## config.mk

```make
export PLATFORM = sky130hd
export DESIGN_NAME = ram_n_sweep
export DESIGN_NICKNAME = d
export VERILOG_FILES = /design/src/rtl/ram_n_sweep.sv
export SDC_FILE = /design/constraint.sdc
export NUM_CORES = 1
export LEC_CHECK = 0
export CORE_MARGIN = 5
export CORE_UTILIZATION = 60
export CTS_CLUSTER_SIZE = 12
export DETAILED_ROUTE_END_ITERATION = 8
export PLACE_DENSITY = 0.82
export SLEW_MARGIN = 20
export SYNTH_ARGS = -nofsm -noshare
export SYNTH_HDL_FRONTEND = slang
export SYNTH_SLANG_ARGS = --single-unit
```

## constraint.sdc

```tcl
create_clock -name clk -period 5.2 [get_ports clk]
set_input_delay 0.52 -clock clk [delete_from_list [all_inputs] [get_ports clk]]
set_output_delay 0.52 -clock clk [all_outputs]
set_load 0.01 [all_outputs]
```

## src/rtl/ram_n_sweep.sv

```systemverilog
// Parametrised single-port RAM with combinational read and a hardware clear engine
// that zeroes every word, one address per cycle, after reset or on request.
module ram_n_sweep #(
  parameter int unsigned WIDTH  = 16,
  parameter int unsigned ADDR_W = 3
) (
  input  logic              clk,
  input  logic              reset,
  input  logic [WIDTH-1:0]  val,
  input  logic              load,
  input  logic [ADDR_W-1:0] address,
  input  logic              clear,
  output logic [WIDTH-1:0]  out,
  output logic              busy,
  output logic              done,
  output logic              wr_dropped
);

  localparam int unsigned       DEPTH   = 2 ** ADDR_W;
  localparam logic [ADDR_W-1:0] LastPtr = ADDR_W'(DEPTH - 1);

  typedef enum logic [0:0] {
    StIdle  = 1'b0,
    StSweep = 1'b1
  } state_e;

  state_e            state_q, state_d;
  logic [ADDR_W-1:0] ptr_q, ptr_d;
  logic              done_q, done_d;
  logic              drop_q, drop_d;

  logic              mem_we;
  logic [ADDR_W-1:0] mem_addr;
  logic [WIDTH-1:0]  mem_wdata;
  logic [WIDTH-1:0]  mem_q [DEPTH];

  always_comb begin
    state_d   = state_q;
    ptr_d     = ptr_q;
    done_d    = 1'b0;
    drop_d    = 1'b0;
    mem_we    = 1'b0;
    mem_addr  = address;
    mem_wdata = val;
    case (state_q)
      StIdle: begin
        if (clear) begin
          // clear outranks a simultaneous write
          state_d = StSweep;
          ptr_d   = '0;
          drop_d  = load;
        end else if (load) begin
          mem_we = 1'b1;
        end
      end
      StSweep: begin
        mem_we    = 1'b1;
        mem_addr  = ptr_q;
        mem_wdata = '0;
        drop_d    = load;
        if (clear) begin
          ptr_d = '0;
        end else if (ptr_q == LastPtr) begin
          state_d = StIdle;
          ptr_d   = '0;
          done_d  = 1'b1;
        end else begin
          ptr_d = ptr_q + ADDR_W'(1);
        end
      end
      default: begin
        state_d = StSweep;
        ptr_d   = '0;
      end
    endcase
  end

  always_ff @(posedge clk or posedge reset) begin
    if (reset) begin
      state_q <= StSweep;
      ptr_q   <= '0;
      done_q  <= 1'b0;
      drop_q  <= 1'b0;
    end else begin
      state_q <= state_d;
      ptr_q   <= ptr_d;
      done_q  <= done_d;
      drop_q  <= drop_d;
    end
  end

  // Storage has no reset; a write coinciding with reset is suppressed.
  always_ff @(posedge clk) begin
    if (mem_we && !reset) begin
      mem_q[mem_addr] <= mem_wdata;
    end
  end

  assign busy       = (state_q == StSweep);
  assign done       = done_q;
  assign wr_dropped = drop_q;
  assign out        = busy ? '0 : mem_q[address];

endmodule

```

Word-level counts from Yosys, hierarchy flattened
Memory sizes are Yosys's and may differ from the RTL's.
Index checks and enable logic that the tools add are counted.
- flip-flop bits (word level): 6
- memory bits (writable): 128
- input port bits: 23
- output and inout bits: 19
- word-level logic and storage cells: 32
- memories kept: 1
- memory list (memory ; depth ; width ; read ports ; clocked after memory_dff ; wr ports ; RTL line ; source):
    mem_q ; 8 ; 16 ; 1 ; 0 ; 1 ; 35 ; logic [WIDTH-1:0] mem_q [DEPTH];
- add/subtract/negate cells: 1
- eq/ne operators: 2
- multiplexer cells: 21
- bitwise gates (word level): 1
- reductions and logical operators: 2
- operators with widths (kind ; number):
    $mux W16 ; 2
    $mux W3 ; 4
    $mux W1 ; 11
    $pmux W1 S2 ; 3
    $pmux W3 S2 ; 1
    $add A3 B1 Y3 const B ; 1
    $eq A3 B3 Y1 const B ; 1
    $ne A2 B2 Y1 const B ; 1
    $logic_and A1 B1 Y1 ; 1
    $logic_not A1 Y1 ; 1
    $not A1 Y1 ; 1

Depth between registers and ports, before layout
- word-level depth: 6
- mapped depth: 6
- mapped depth without buffers: 5

Worst setup path before layout
OpenSTA, ideal clock, no wires.
- path type: register to register
- from: register state_q, in the netlist busy
- to: memory mem_q[6][0], enable pin
- setup time: 388 ps
- arrival: 1903 ps
- data required time: 4812 ps
- setup slack: 2909 ps
- stages on the path, launching flop included: 5
- clock period less this slack: 2291 ps
- cell sequence: dfstp_2 -> clkbuf_1 -> buf_2 -> a32oi_1 -> nor2_1
- word-level cells in the longest chain between the ends: 5
- ends and longest elaborated chain (item ; RTL line ; source):
    start, declared ; 27 ; state_e state_q, state_d;
    start signal, assigned ; 80 ; state_q <= StSweep;
    start signal, assigned ; 85 ; state_q <= state_d;
    $not A1 Y1 ; -- ;
    $pmux W1 S2 ; 45 ; case (state_q)
    $logic_and A1 B1 Y1 ; 94 ; if (mem_we && !reset) begin
    $mux W1 ; 94 ;
    $mux W1 (not written as such) ; 95 ; mem_q[mem_addr] <= mem_wdata;
    end, declared ; 35 ;
Several ways; a longest one is shown, not always the timed one.

Final worst setup path
- from: input address[1]
- to: output out[3]
- word-level cells in the longest chain between the ends: 2
- ends and longest elaborated chain (item ; RTL line ; source):
    start, declared ; 11 ; input logic [ADDR_W-1:0] address,
    $mem_v2 Z8 W16 ; -- ;
    $mux W16 ; 102 ; assign out = busy ? '0 : mem_q[address];
    end, declared ; 13 ; output logic [WIDTH-1:0] out,
Every way passes these cells.

==> impl_metrics.env <==
export IMPL_outcome="finished, final reports clean"
export IMPL_synth_seq_cells=134
export IMPL_worst_slack_ns=1.818
export IMPL_cp_arrival_ns=2.86
export IMPL_cts_hold_buf=0
export IMPL_dieArea_mm2=0.01103
export IMPL_route_vias_total=2948
export IMPL_grtUsageMet2_pct=34.13
export IMPL_critPathSlowestCell="clkdlybuf4s50_1"
export IMPL_nNetsFinal=383
export IMPL_drt_drc_violations_left=0
export IMPL_viasPerCell=6.167
export IMPL_seq_power_share_pct=47.5
export IMPL_syn_nets=329
export IMPL_fin_total_pwr_mw=2.558
export IMPL_die_w_um=105.0
export IMPL_top_usage_layer="met2"
export IMPL_place_congestion=0.7449
export IMPL_ys_warn_count=0
export IMPL_grtUsageMet1_pct=26.92
export IMPL_grt_pass1_wl_mm=17.26
export IMPL_worstPathCellList="clkdlybuf4s50_1, buf_4, nand2b_1, buf_4, a211oi_1, nor3_1, clkdlybuf4s50_1"
export IMPL_pwr_share_clk_pct=47.4
export IMPL_start_util_pct=61.84
export IMPL_drive_gt1_share_pct=18.38
export IMPL_hp_class="in2async"
export IMPL_switching_power_mw=0.5166
export IMPL_ys_async_sr_fraction_pct=4.478
export IMPL_postCtsSetupBuffers=0
export IMPL_dr_pass1_iters=4
export IMPL_power_density_mw_per_mm2=390.7
export IMPL_areaGrowthSynthToFinish_pct=20.83
export IMPL_comb_power_share_pct=5.1
export IMPL_p_int_mw=2.041
export IMPL_hold_ws_ns=0.2353
export IMPL_grt_pass1_vias=3153
export IMPL_synth_avg_cell_area_um2=17.83
export IMPL_power_leakage_nw=2.212
export IMPL_diodes=0
export IMPL_rows=34
export IMPL_ys_seq_area_share_pct=73.72
export IMPL_drv_slew=0
export IMPL_finClkSkew_ns=0.007539
export IMPL_worstPathRequired_ns=4.68
export IMPL_grt_use_total_pct=20.93
export IMPL_io_buffers=41
export IMPL_drt_iter0_drc=188
export IMPL_syn_inst=304
export IMPL_die_h_um=105.0
export IMPL_root_buffer="clkbuf_8"
export IMPL_grt_overflow=0
export IMPL_cts_tree="yes"
export IMPL_worst_pin_slew_ns=0.9659
export IMPL_cp_top_family="buffers and inverters"
export IMPL_r2r_cells=4
export IMPL_cts_buffers=17
export IMPL_clkTransAtPathRegs_ns=0.06
export IMPL_cts_max_path_buffers=2
export IMPL_cpPeakStageDelay_ns=0.59
export IMPL_rsz0062_at_grt="false"
export IMPL_antenna_found_initial=0
export IMPL_fill_cells=496
export IMPL_wirelength_mm=10.73
export IMPL_path_class="in2out"
export IMPL_min_period_over_period_pct=65.03
export IMPL_crit_fanout=20
export IMPL_core_region_area_mm2=0.008763
export IMPL_fin_setup_tns_ns=0
export IMPL_post_cts_resized=0
export IMPL_peakVddDrop_mv=0.3160
export IMPL_netSwitchingFraction_pct=20.20
export IMPL_grt_max_degree=50
export IMPL_synth_ff_type="edfxtp_1"
export IMPL_htreeDepth=4
export IMPL_path_buf_inv=4
export IMPL_finalHoldViolations=0
export IMPL_yosysUniqueCellTypes=30
export IMPL_cts_sinks=134
export IMPL_routedWlPerCell_um=22.45
export IMPL_grtUsageMet3_pct=7.028
export IMPL_ant_nets=0
export IMPL_finalSetupViolCount=0
export IMPL_cp_num_cells=7
export IMPL_synth_edff_count=128
export IMPL_place_ws_ns=1.829
export IMPL_dpl_hpwl_mm=6.128
export IMPL_critPathCaptureType="output pin"
export IMPL_cap_violations=0
export IMPL_stdcell_count=478
export IMPL_fmax_ghz=0.2957
export IMPL_relSlewSlack_pct=35.61
export IMPL_clock_latency_ns=0.52
export IMPL_dp_cells=447
export IMPL_io_pins=42
export IMPL_period_minus_slack_ns=3.382
export IMPL_cp_start_kind="primary input"
export IMPL_netlist_area_mm2=0.005419
## metal layers
metal	part of all wire [%]	vias up
li1	-	1321
met3	6.8	15
met1	40	1501
met5	0	-
met2	51	111
met4	1.6	0
## cell families after synthesis
family | after synthesis | share of synthesized area (%)
flip-flops | 134 | 73.72
AND/OR/NAND/NOR | 72 | 7.412
AO/OA/AOI/OAI | 39 | 5.011
multiplexers | 35 | 11.18
buffers and inverters | 22 | 2.216
adder cells (fa/ha/maj) | 2 | 0.4617
## through the flow
stage / utilization (%) / cell area (um^2)
2_1_floorplan: - / 5419
3_3_place_gp: 67.88 / 5948
3_5_place_dp: 67.88 / 5948
4_1_cts: 74.71 / 6548
5_1_grt: 74.71 / 6548
6_report: 74.71 / 6548
## cell type report
| type | count | area (um^2) | share of cell area (%) |
|---|---|---|---|
| timing repair buffer | 54 | 503.0 | 7.682 |
| clock buffer | 18 | 417.9 | 6.383 |
| multi-input combinational | 148 | 1304 | 19.91 |
| inverter | 3 | 11.26 | 0.1720 |
| clock inverter | 13 | 181.4 | 2.771 |
| sequential | 134 | 3995 | 61.02 |
| tap | 108 | 135.1 | 2.064 |
## synth_stat cells (2+ instances only)
| master | n | area [um^2] |
|---|---|---|
| buf_2 | 9 | 45.04 |
| buf_4 | 2 | 15.01 |
| nand2b_1 | 3 | 18.77 |
| o21ai_0 | 2 | 10.01 |
| nor3_1 | 16 | 80.08 |
| o22ai_1 | 16 | 100.1 |
| mux4_1 | 9 | 236.5 |
| ha_1 | 2 | 25.02 |
| a32oi_1 | 2 | 17.52 |
| clkbuf_1 | 6 | 22.52 |
| nor2b_1 | 34 | 212.7 |
| a211oi_1 | 16 | 120.1 |
| nor2_1 | 13 | 48.80 |
| edfxtp_1 | 128 | 3844 |
| inv_1 | 3 | 11.26 |
| mux2_2 | 17 | 191.4 |
| mux4_2 | 7 | 157.7 |
| dfrtp_1 | 5 | 125.1 |
| mux2i_1 | 2 | 20.02 |
| nand2_1 | 2 | 7.510 |
## state kept, by name (all words and copies together), names as in the netlist
| signal | flops |
|---|---|
| wr_dropped | 1 |
| mem_q | 128 |
| busy | 1 |
| done | 1 |
| ptr_q | 3 |
## power groups by stage
stage | clock [mW] | combinational, mW | sequential, mW
2_1_floorplan | 0 | 0.0853 | 1.23
3_3_place_gp | 0 | 0.127 | 1.23
5_1_grt | 1.28 | 0.142 | 1.22
6_report | 1.21 | 0.132 | 1.21
4_1_cts | 1.22 | 0.133 | 1.21
3_5_place_dp | 0 | 0.131 | 1.24
## placed cells by master, fill, tap and decap left out, types with 2 or more instances in the layout
| master | synthesis | routed |
|---|---|---|
| mux2i_1 | 2 | 2 |
| nand2b_1 | 3 | 3 |
| mux2_2 | 17 | 17 |
| nor2b_1 | 34 | 34 |
| ha_1 | 2 | 2 |
| mux4_2 | 7 | 7 |
| a211oi_1 | 16 | 16 |
| o21ai_0 | 2 | 2 |
| clkdlybuf4s50_1 | 0 | 40 |
| mux4_1 | 9 | 9 |
| bufinv_16 | 0 | 4 |
| buf_4 | 2 | 13 |
| o22ai_1 | 16 | 16 |
| clkinv_2 | 0 | 3 |
| dfrtp_1 | 5 | 5 |
| a32oi_1 | 2 | 2 |
| nor3_1 | 16 | 16 |
| clkbuf_16 | 0 | 16 |
| nor2_1 | 13 | 13 |
| nand2_1 | 2 | 2 |
| inv_1 | 3 | 3 |
| edfxtp_1 | 128 | 128 |
| clkinv_4 | 0 | 3 |
## final timing paths
kind	start	to	slack [ns]
max reg2reg	busy$_DFF_PP1_	mem_q[3][13]$_DFFE_PP_	2.25
max in group asynchronous	reset	busy$_DFF_PP1_	4.70
min reg2reg	ptr_q[0]$_DFFE_PP0P_	ptr_q[0]$_DFFE_PP0P_	0.64
min in group clk	load	wr_dropped$_DFF_PP0_	0.59
max	address[1]	out[3]	1.82
min	reset	ptr_q[2]$_DFFE_PP0P_	0.24
Power figures use the tool's default switching activity.
